**config.mk**
```make
export PLATFORM = sky130hd
export DESIGN_NAME = inst_decode_stage_flat
export DESIGN_NICKNAME = d
export VERILOG_FILES = /design/src/rtl/inst_decode_stage_pkg.sv /design/src/rtl/inst_decode_stage_if.sv /design/src/rtl/inst_decode_stage_imm_gen.sv /design/src/rtl/inst_decode_stage.sv /design/src/flat_wrapper.sv
export SDC_FILE = /design/constraint.sdc
export NUM_CORES = 1
export LEC_CHECK = 0
export BUFFER_PORTS_ARGS = -buffer_cell sky130_fd_sc_hd__buf_2
export CAP_MARGIN = 30
export CORE_MARGIN = 2
export CORE_UTILIZATION = 45
export DETAILED_ROUTE_END_ITERATION = 7
export PLACE_DENSITY = 0.68
export SLEW_MARGIN = 20
export SYNTH_ARGS = -nofsm -noshare
export SYNTH_HDL_FRONTEND = slang
export SYNTH_HIERARCHICAL = 1
export SYNTH_SLANG_ARGS = --single-unit
export TNS_END_PERCENT = 1
```
**constraint.sdc**
```tcl
create_clock -name clk -period 4.05 [get_ports clk]
set_input_delay 0.2025 -clock clk [delete_from_list [all_inputs] [get_ports clk]]
set_output_delay 0.2025 -clock clk [all_outputs]
set_load 0.01 [all_outputs]
```
**src/rtl/inst_decode_stage_pkg.sv**
```systemverilog
// -----------------------------------------------------------------------------
// riscv_pkg
// Shared RV32I/RV64I decode definitions: instruction format enum, base opcode
// constants, the width-independent part of the decoded bundle, and small
// helper functions used by the decode stage.
// -----------------------------------------------------------------------------
package riscv_pkg;

    // Format classification; encoding is fixed because it is visible on out_type.
    typedef enum logic [2:0] {
        INST_R       = 3'd0,
        INST_I       = 3'd1,
        INST_S       = 3'd2,
        INST_B       = 3'd3,
        INST_U       = 3'd4,
        INST_J       = 3'd5,
        INST_ILLEGAL = 3'd7
    } inst_type_e;

    localparam logic [6:0] OP_REG    = 7'b0110011;
    localparam logic [6:0] OP_IMM    = 7'b0010011;
    localparam logic [6:0] OP_LOAD   = 7'b0000011;
    localparam logic [6:0] OP_STORE  = 7'b0100011;
    localparam logic [6:0] OP_BRANCH = 7'b1100011;
    localparam logic [6:0] OP_JAL    = 7'b1101111;
    localparam logic [6:0] OP_JALR   = 7'b1100111;
    localparam logic [6:0] OP_LUI    = 7'b0110111;
    localparam logic [6:0] OP_AUIPC  = 7'b0010111;
    localparam logic [6:0] OP_FENCE  = 7'b0001111;
    localparam logic [6:0] OP_SYSTEM = 7'b1110011;

    // XLEN-independent decoded fields; PC and immediate are added by the
    // stage itself because their width depends on its parameter.
    typedef struct packed {
        inst_type_e  itype;
        logic [4:0]  rs1;
        logic [4:0]  rs2;
        logic [4:0]  rd;
        logic [2:0]  funct3;
        logic [6:0]  funct7;
        logic        rd_we;
    } dec_fields_t;

    function automatic inst_type_e decode_type(input logic [6:0] opcode);
        inst_type_e t;
        case (opcode)
            OP_REG:                                          t = INST_R;
            OP_IMM, OP_LOAD, OP_JALR, OP_FENCE, OP_SYSTEM:   t = INST_I;
            OP_STORE:                                        t = INST_S;
            OP_BRANCH:                                       t = INST_B;
            OP_LUI, OP_AUIPC:                                t = INST_U;
            OP_JAL:                                          t = INST_J;
            default:                                         t = INST_ILLEGAL;
        endcase
        // Compressed-quadrant encodings are never valid in this base-ISA stage.
        if (opcode[1:0] != 2'b11) begin
            t = INST_ILLEGAL;
        end
        return t;
    endfunction

    // Only formats that produce a result write rd, and x0 is never written.
    function automatic logic writes_rd(input inst_type_e t, input logic [4:0] rd);
        return ((t == INST_R) || (t == INST_I) || (t == INST_U) || (t == INST_J))
               && (rd != 5'd0);
    endfunction

endpackage

```
**src/rtl/inst_decode_stage_if.sv**
```systemverilog
// -----------------------------------------------------------------------------
// inst_decode_stage_if
// Handshake/data bundle around the decode stage.
//   Fetch side     : in_valid, in_ready, in_inst[31:0], in_pc[XLEN-1:0]
//   Downstream side: out_valid, out_ready, out_pc, out_type, out_imm, out_rs1,
//                    out_rs2, out_rd, out_funct3, out_funct7, out_rd_we,
//                    out_illegal
// Modports: slave = the decode stage, master = its environment.
// -----------------------------------------------------------------------------
interface inst_decode_stage_if
    import riscv_pkg::*;
#(
    parameter int XLEN = 32
);
    logic              in_valid;
    logic              in_ready;
    logic [31:0]       in_inst;
    logic [XLEN-1:0]   in_pc;

    logic              out_valid;
    logic              out_ready;
    logic [XLEN-1:0]   out_pc;
    inst_type_e        out_type;
    logic [XLEN-1:0]   out_imm;
    logic [4:0]        out_rs1;
    logic [4:0]        out_rs2;
    logic [4:0]        out_rd;
    logic [2:0]        out_funct3;
    logic [6:0]        out_funct7;
    logic              out_rd_we;
    logic              out_illegal;

    modport slave (
        input  in_valid, in_inst, in_pc, out_ready,
        output in_ready, out_valid, out_pc, out_type, out_imm, out_rs1,
               out_rs2, out_rd, out_funct3, out_funct7, out_rd_we, out_illegal
    );

    modport master (
        output in_valid, in_inst, in_pc, out_ready,
        input  in_ready, out_valid, out_pc, out_type, out_imm, out_rs1,
               out_rs2, out_rd, out_funct3, out_funct7, out_rd_we, out_illegal
    );
endinterface

```
**src/rtl/inst_decode_stage_imm_gen.sv**
```systemverilog
// -----------------------------------------------------------------------------
// imm_gen
// Combinational immediate generator.
//   i_inst [31:7]   instruction bits above the opcode
//   i_type          decoded format
//   o_imm  [XLEN]   immediate, sign-extended from inst[31]; 0 for R/ILLEGAL
// -----------------------------------------------------------------------------
module imm_gen
    import riscv_pkg::*;
#(
    parameter int XLEN = 32
) (
    input  logic [31:7]     i_inst,
    input  inst_type_e      i_type,
    output logic [XLEN-1:0] o_imm
);
    logic [31:0] w_imm32;

    // Every format's immediate fits in 32 bits with inst[31] as its top bit,
    // so one sign-extending cast covers both XLEN=32 and XLEN=64.
    always_comb begin
        // NOTE: default first so no path through the case leaves w_imm32 unassigned (no latch).
        w_imm32 = '0;
        case (i_type)
            INST_I: w_imm32 = {{20{i_inst[31]}}, i_inst[31:20]};
            INST_S: w_imm32 = {{20{i_inst[31]}}, i_inst[31:25], i_inst[11:7]};
            INST_B: w_imm32 = {{19{i_inst[31]}}, i_inst[31], i_inst[7],
                               i_inst[30:25], i_inst[11:8], 1'b0};
            INST_U: w_imm32 = {i_inst[31:12], 12'b0};
            INST_J: w_imm32 = {{11{i_inst[31]}}, i_inst[31], i_inst[19:12],
                               i_inst[20], i_inst[30:21], 1'b0};
            default: w_imm32 = '0;
        endcase
    end

    assign o_imm = XLEN'($signed(w_imm32));
endmodule

```
**src/rtl/inst_decode_stage.sv**
```systemverilog
// -----------------------------------------------------------------------------
// inst_decode_stage
// Registered RV32I/RV64I decode stage with a one-entry skid buffer.
//   clk    sole clock, rising edge
//   rst_n  synchronous active-low reset (priority over flush)
//   flush  synchronous discard of everything held
//   bus    inst_decode_stage_if.slave: fetch-side in_* handshake and
//          downstream out_* handshake plus decoded fields
// Storage is an output register O and a skid register K. in_ready is simply
// !K.valid, so it never depends combinationally on out_ready.
// -----------------------------------------------------------------------------
module inst_decode_stage
    import riscv_pkg::*;
#(
    parameter int XLEN = 32
) (
    input  logic                clk,
    input  logic                rst_n,
    input  logic                flush,
    inst_decode_stage_if.slave  bus
);
    generate
        if ((XLEN != 32) && (XLEN != 64)) begin : g_bad_xlen
            $error("inst_decode_stage: XLEN must be 32 or 64");
        end
    endgenerate

    typedef struct packed {
        logic [XLEN-1:0] pc;
        logic [XLEN-1:0] imm;
        dec_fields_t     f;
    } bundle_t;

    inst_type_e      w_type;
    logic [XLEN-1:0] w_imm;
    bundle_t         w_dec;
    logic            w_accept;
    logic            w_consume;

    bundle_t         r_o;
    bundle_t         r_k;
    logic            r_o_valid;
    logic            r_k_valid;

    assign w_type = decode_type(bus.in_inst[6:0]);

    imm_gen #(
        .XLEN   (XLEN)
    ) u_imm_gen (
        .i_inst (bus.in_inst[31:7]),
        .i_type (w_type),
        .o_imm  (w_imm)
    );

    always_comb begin
        w_dec          = '0;
        w_dec.pc       = bus.in_pc;
        w_dec.imm      = w_imm;
        w_dec.f.itype  = w_type;
        w_dec.f.rd     = bus.in_inst[11:7];
        w_dec.f.funct3 = bus.in_inst[14:12];
        w_dec.f.rs1    = bus.in_inst[19:15];
        w_dec.f.rs2    = bus.in_inst[24:20];
        w_dec.f.funct7 = bus.in_inst[31:25];
        w_dec.f.rd_we  = writes_rd(w_type, bus.in_inst[11:7]);
    end

    assign w_accept  = bus.in_valid && !r_k_valid;
    assign w_consume = r_o_valid && bus.out_ready;

    always_ff @(posedge clk) begin
        if (!rst_n) begin
            // NOTE: data registers are reset too so out_* read as zero/type R after reset.
            r_o       <= '0;
            r_k       <= '0;
            r_o_valid <= 1'b0;
            r_k_valid <= 1'b0;
        end else if (flush) begin
            // Data is left as-is; only the valid bits matter once cleared.
            r_o_valid <= 1'b0;
            r_k_valid <= 1'b0;
        end else begin
            // NOTE: non-blocking assignments, so every test below sees pre-edge state.
            if (w_accept && (!r_o_valid || w_consume)) begin
                // O free or draining this edge: new item goes straight to O.
                r_o       <= w_dec;
                r_o_valid <= 1'b1;
            end else if (w_consume && r_k_valid) begin
                // K is full (so nothing was accepted): promote it into O.
                r_o       <= r_k;
                r_o_valid <= 1'b1;
                r_k_valid <= 1'b0;
            end else if (w_consume) begin
                r_o_valid <= 1'b0;
            end

            if (w_accept && r_o_valid && !w_consume) begin
                r_k       <= w_dec;
                r_k_valid <= 1'b1;
            end
        end
    end

    assign bus.in_ready    = !r_k_valid;
    assign bus.out_valid   = r_o_valid;
    assign bus.out_pc      = r_o.pc;
    assign bus.out_imm     = r_o.imm;
    assign bus.out_type    = r_o.f.itype;
    assign bus.out_rs1     = r_o.f.rs1;
    assign bus.out_rs2     = r_o.f.rs2;
    assign bus.out_rd      = r_o.f.rd;
    assign bus.out_funct3  = r_o.f.funct3;
    assign bus.out_funct7  = r_o.f.funct7;
    assign bus.out_rd_we   = r_o.f.rd_we;
    assign bus.out_illegal = (r_o.f.itype == INST_ILLEGAL);
endmodule

```
**src/flat_wrapper.sv**
```systemverilog
// flat-port wrapper written by rule: the top's interface ports become plain ports
module inst_decode_stage_flat import riscv_pkg::*;
#(
    parameter int XLEN = 32
)
  (clk, rst_n, flush, bus_in_valid, bus_in_inst, bus_in_pc, bus_out_ready, bus_in_ready, bus_out_valid, bus_out_pc, bus_out_type, bus_out_imm, bus_out_rs1, bus_out_rs2, bus_out_rd, bus_out_funct3, bus_out_funct7, bus_out_rd_we, bus_out_illegal);
  inst_decode_stage_if #(.XLEN(XLEN)) bus_i ();
  input  logic clk;
  input  logic rst_n;
  input  logic flush;
  input wire logic [$bits(bus_i.in_valid)-1:0] bus_in_valid;
  input wire logic [$bits(bus_i.in_inst)-1:0] bus_in_inst;
  input wire logic [$bits(bus_i.in_pc)-1:0] bus_in_pc;
  input wire logic [$bits(bus_i.out_ready)-1:0] bus_out_ready;
  output wire logic [$bits(bus_i.in_ready)-1:0] bus_in_ready;
  output wire logic [$bits(bus_i.out_valid)-1:0] bus_out_valid;
  output wire logic [$bits(bus_i.out_pc)-1:0] bus_out_pc;
  output wire logic [$bits(bus_i.out_type)-1:0] bus_out_type;
  output wire logic [$bits(bus_i.out_imm)-1:0] bus_out_imm;
  output wire logic [$bits(bus_i.out_rs1)-1:0] bus_out_rs1;
  output wire logic [$bits(bus_i.out_rs2)-1:0] bus_out_rs2;
  output wire logic [$bits(bus_i.out_rd)-1:0] bus_out_rd;
  output wire logic [$bits(bus_i.out_funct3)-1:0] bus_out_funct3;
  output wire logic [$bits(bus_i.out_funct7)-1:0] bus_out_funct7;
  output wire logic [$bits(bus_i.out_rd_we)-1:0] bus_out_rd_we;
  output wire logic [$bits(bus_i.out_illegal)-1:0] bus_out_illegal;
  assign bus_i.in_valid = bus_in_valid;
  assign bus_i.in_inst = bus_in_inst;
  assign bus_i.in_pc = bus_in_pc;
  assign bus_i.out_ready = bus_out_ready;
  assign bus_in_ready = bus_i.in_ready;
  assign bus_out_valid = bus_i.out_valid;
  assign bus_out_pc = bus_i.out_pc;
  assign bus_out_type = bus_i.out_type;
  assign bus_out_imm = bus_i.out_imm;
  assign bus_out_rs1 = bus_i.out_rs1;
  assign bus_out_rs2 = bus_i.out_rs2;
  assign bus_out_rd = bus_i.out_rd;
  assign bus_out_funct3 = bus_i.out_funct3;
  assign bus_out_funct7 = bus_i.out_funct7;
  assign bus_out_rd_we = bus_i.out_rd_we;
  assign bus_out_illegal = bus_i.out_illegal;
  inst_decode_stage #(.XLEN(XLEN)) u_core (.clk(clk), .rst_n(rst_n), .flush(flush), .bus(bus_i));
endmodule
```
* Word-level counts from Yosys, hierarchy flattened *
Cells that the tools add are included.
W data, S select, Z words.

cells by class
  equality and inequality tests = 19
  reduce and logical (&&, ||, !) cells = 25
  muxes and demuxes = 11
  bitwise gates (word level) = 2

operators with widths
  operator              number
  $mux W93              2
  $pmux W32 S5          1
  $eq A7 B7 Y1 const B  4
  $eq A7 B6 Y1 const B  3
  $pmux W3 S6           1
  $eq A7 B5 Y1 const B  2
  $eq A3 B3 Y1 const B  3
  $eq A7 B2 Y1 const B  1
  $eq A7 B4 Y1 const B  1
  $logic_and A1 B1 Y1   7
  $eq A3 B2 Y1 const B  2
  $mux W1               6
  $reduce_and A2 Y1     3
  $reduce_bool A5 Y1    1
  $reduce_or A5 Y1      1
  $logic_or A1 B1 Y1    4
  $ne A2 B2 Y1 const B  2
  $reduce_bool A2 Y1    2
  $reduce_or A2 Y1      2
  $eq A3 B1 Y1 const B  1
  $logic_not A1 Y1      3
  $logic_not A3 Y1      1
  $mux W3               1
  $reduce_bool A3 Y1    1
  $not A1 Y1            2

storage, ports and cells
  input bits = 69
  logic and storage cells = 77
  output and inout bits = 96
  flip-flop bits (word level) = 188

* Logic depth before layout (Yosys ltp) *
  depth in word-level cells = 10
  mapped depth = 11

* Cells and area by module *
Netlist, hierarchy kept.

modules (own cells, without submodules)
  module             cells an instance  instances  area an instance (um^2)  seq. area each (um^2)
  inst_decode_stage  856                1          7641.1                   3763.6
  imm_gen            66                 1          390.4                    0.0

* Worst setup path after synthesis *
No wires, ideal clock.

  kind = input-to-reg
  from = input bus_in_inst[5]
  to = register u_core.r_o (netlist bit u_core/bus.out_imm[5])
  path buffers = 1
  setup slack = 1.846 ns
  stages on the path = 10
  arrival time = 2.060 ns
  path through = or3b_2 a21oi_1 a211o_1 nand3_1 buf_4 nor2b_4 or2_1 and2_1 mux2i_1 a211oi_2

RTL lines
  element               RTL line                 source
  start, declared       flat_wrapper.sv:12       input wire logic [$bits(bus_i.in_inst)-1:0] bus_in_inst;
  end signal, assigned  inst_decode_stage.sv:86  r_o <= w_dec;
  end signal, assigned  inst_decode_stage.sv:90  r_o <= r_k;
  end, declared         inst_decode_stage.sv:40  bundle_t r_o;

==> qor.csv <==
metric,value,unit
crit_chain,buf_2 -> or3b_2 -> a21oi_1 -> a211o_1 -> nand3_1 -> nor2b_4 -> o21ai_1 -> o21ai_0 -> mux2i_1 -> a211oi_1,
cap_violations,0,
antenna_left,0,
die_width,138,um
post-route-period-util,0.697,
hold_buffers,2,
hold_viol,0,
post_dp_cell_area,8850,sq um
die_h,138,um
synth_edf_count,0,
vias,6703,
clk_pin_slew,70,ps
cp-end-kind,flop,
grtUsageTotal,0.211,
netlist_area,8030,sq um
dp.cells,1247,
hp-class,in -> reg,
clock-sinks,188,
finalPower,4.09,mW
dieArea,18900,sq um
rows,48,
drcViolationCount,0,
cp.arrival,3110,ps
async_reset_ff_frac,0,
fin_area,9490,sq um
status,"complete, no violations",
nNetsFinal,1113,
required,4330,ps
drtIter0Drc,450,
synth_compound_area_frac,0.192,
grt_pass1_vias,6022,
drt_wl_total,19.8,mm
cts_resized,0,
routabilityCongestion,0.801,
clock_latency,430,ps
synthAdderAreaFrac,0,
grt_max_degree,151,
setup_tns,0,ps
leakage,3.83,nW
synth.distinct_cells,46,
synth_xor_area_frac,0,
wl_met2,9.30,mm
rsz0062_at_grt,no,
crit_buf_inv,1,
drt-met1-wl,9.04,mm
met3WireLength,1.25,mm
ios,165,
grt_pass1_wl,31.1,mm
cts_tree,yes,
fmax,354,MHz
worst-path-max-fanout,12,
p_per_area,431,nW/um^2
cp_top_family,compound AO/OA/AOI/OAI gates,
synth_top_family_by_area,compound AO/OA/AOI/OAI gates,
critPathKind,in -> reg,
io_buffer_count,164,
peakVddDrop,0.297,mV
root_buffer,clkbuf_16,
yosys.area.top_type,dfxtp_1,
hpwl,12.7,mm
synth-seq-cells,188,
via_per_inst,5.22,
crit_slowest_cell,o21ai_1,
synthFlopType,dfxtp_1,
hold_slack,20.4,ps
slew_headroom,0.381,
first_pass_iters,4,
highest-signal-layer,met5,
fillers,1631,
final_util,0.547,
yosys.area_share.simple,0.168,
postCtsSetupBuffers,0,
period_needed,2820,ps
wl_per_cell,15.5,um
setup_ws,1230,ps
pre_cts_ws,849,ps
core_area,17400,sq um
clk_path_buf_depth,2,
syn_area_per_cell,8.71,sq um
setup_viol,0,
yosysTopAreaCellShare,0.469,
overflow,0,
antenna_found_initial,3,
slew_viol_final,0,
skew,7.72,ps
h-tree-depth,4,
drive_above_1_share,0.219,
synth.net_count,991,
fin_cells,1283,
start_util,0.463,
muxShareOfSynthArea,0.113,
cpPeakStageDelay,590,ps
yosysWarnings,6,
worstMarginPinSlew,927,ps
yosys-top-cells-area,"dfxtp_1 (47%), mux2i_1 (11%), nand2_1 (9.3%)",
synthCells,922,
cts_made_buffers,17,
cp-start-kind,primary input,
yosysSeqAreaShare,0.469,
syn_to_final_growth,18.2,%
## cell type report
class                      count  area, sq um  area share
antenna                        1         2.50    0.000264
clock buffer                  23          488      0.0514
clock inverter                 9          110      0.0116
inverter                       5         23.8     0.00250
multi-input combinational    652         3820       0.402
sequential                   188         3760       0.396
tap                          225          282      0.0297
timing repair buffer         180         1000       0.106
## placed cells by master (no fill, tap or decap), types with 8 or more instances in the layout
| master | netlist | layout |
|---|---|---|
| buf_4 | 6 | 10 |
| a211oi_2 | 11 | 10 |
| nor2_1 | 95 | 95 |
| buf_2 | 36 | 164 |
| nand2_1 | 200 | 200 |
| o21ai_0 | 15 | 15 |
| a21o_1 | 8 | 8 |
| mux2i_1 | 91 | 91 |
| a21oi_1 | 97 | 97 |
| dfxtp_1 | 188 | 188 |
| clkbuf_16 | 0 | 17 |
| a211oi_1 | 81 | 81 |
## state kept, by name (all words and copies together), names as in the netlist, 3 cells and up
register               cells
u_core/bus.out_funct3      3
u_core/bus.out_funct7      7
u_core/bus.out_imm        32
u_core/bus.out_pc         32
u_core/bus.out_rd          5
u_core/bus.out_rs1         5
u_core/bus.out_rs2         5
u_core/bus.out_type        3
u_core/r_k                93
## power breakdown
part           switching, mW  internal [mW]  total (mW)  leakage (nW)
clock network          0.711          0.977        1.69         0.286
logic                  0.273          0.181       0.454          2.01
registers             0.0330           1.91        1.95          1.53
## cell usage after synthesis, types with 4 or more instances
library cell  number
a21oi_1           97
mux2i_1           91
clkbuf_1          23
o21ai_0           15
nand2_1          200
nand2b_1           4
dfxtp_1          188
a21o_1             8
o21ai_1            5
buf_2             36
nor2_1            95
a211oi_1          81
inv_1              5
buf_6             12
a211oi_2          11
and2_1             6
buf_4              6
## path summary, 6_finish.rpt
kind	start	to	slack (ps)	cells past startpoint
hold reg to reg	u_core/r_k[37]	u_core/r_k[37]	450	2
setup / recovery	bus_in_inst[5]	u_core/bus.out_imm[22]	1230	10
setup reg to reg	u_core/r_k_valid	u_core/bus.out_type[1]	1720	5
hold / removal	bus_in_pc[7]	u_core/r_k[68]	20	3
## per-layer routing
metal,global-route usage,vias to the layer above
met1,0.280,3067
li1,-,3443
met2,0.338,170
met3,0.0581,21
met5,0,-
met4,0.0590,2
## kinds of logic (layout without fill, tap and decap cells)
logic type / after synthesis / count (layout)
other cells: 0 / 1
compound gates: 234 / 234
simple gates: 327 / 327
mux: 91 / 91
buf+inv: 82 / 217
flops: 188 / 188
## worst min-delay path: stages
cell and delay [ps]:
buf_2 110, nand2_1 50, a21oi_1 50
(Power assumes the default switching activity.)
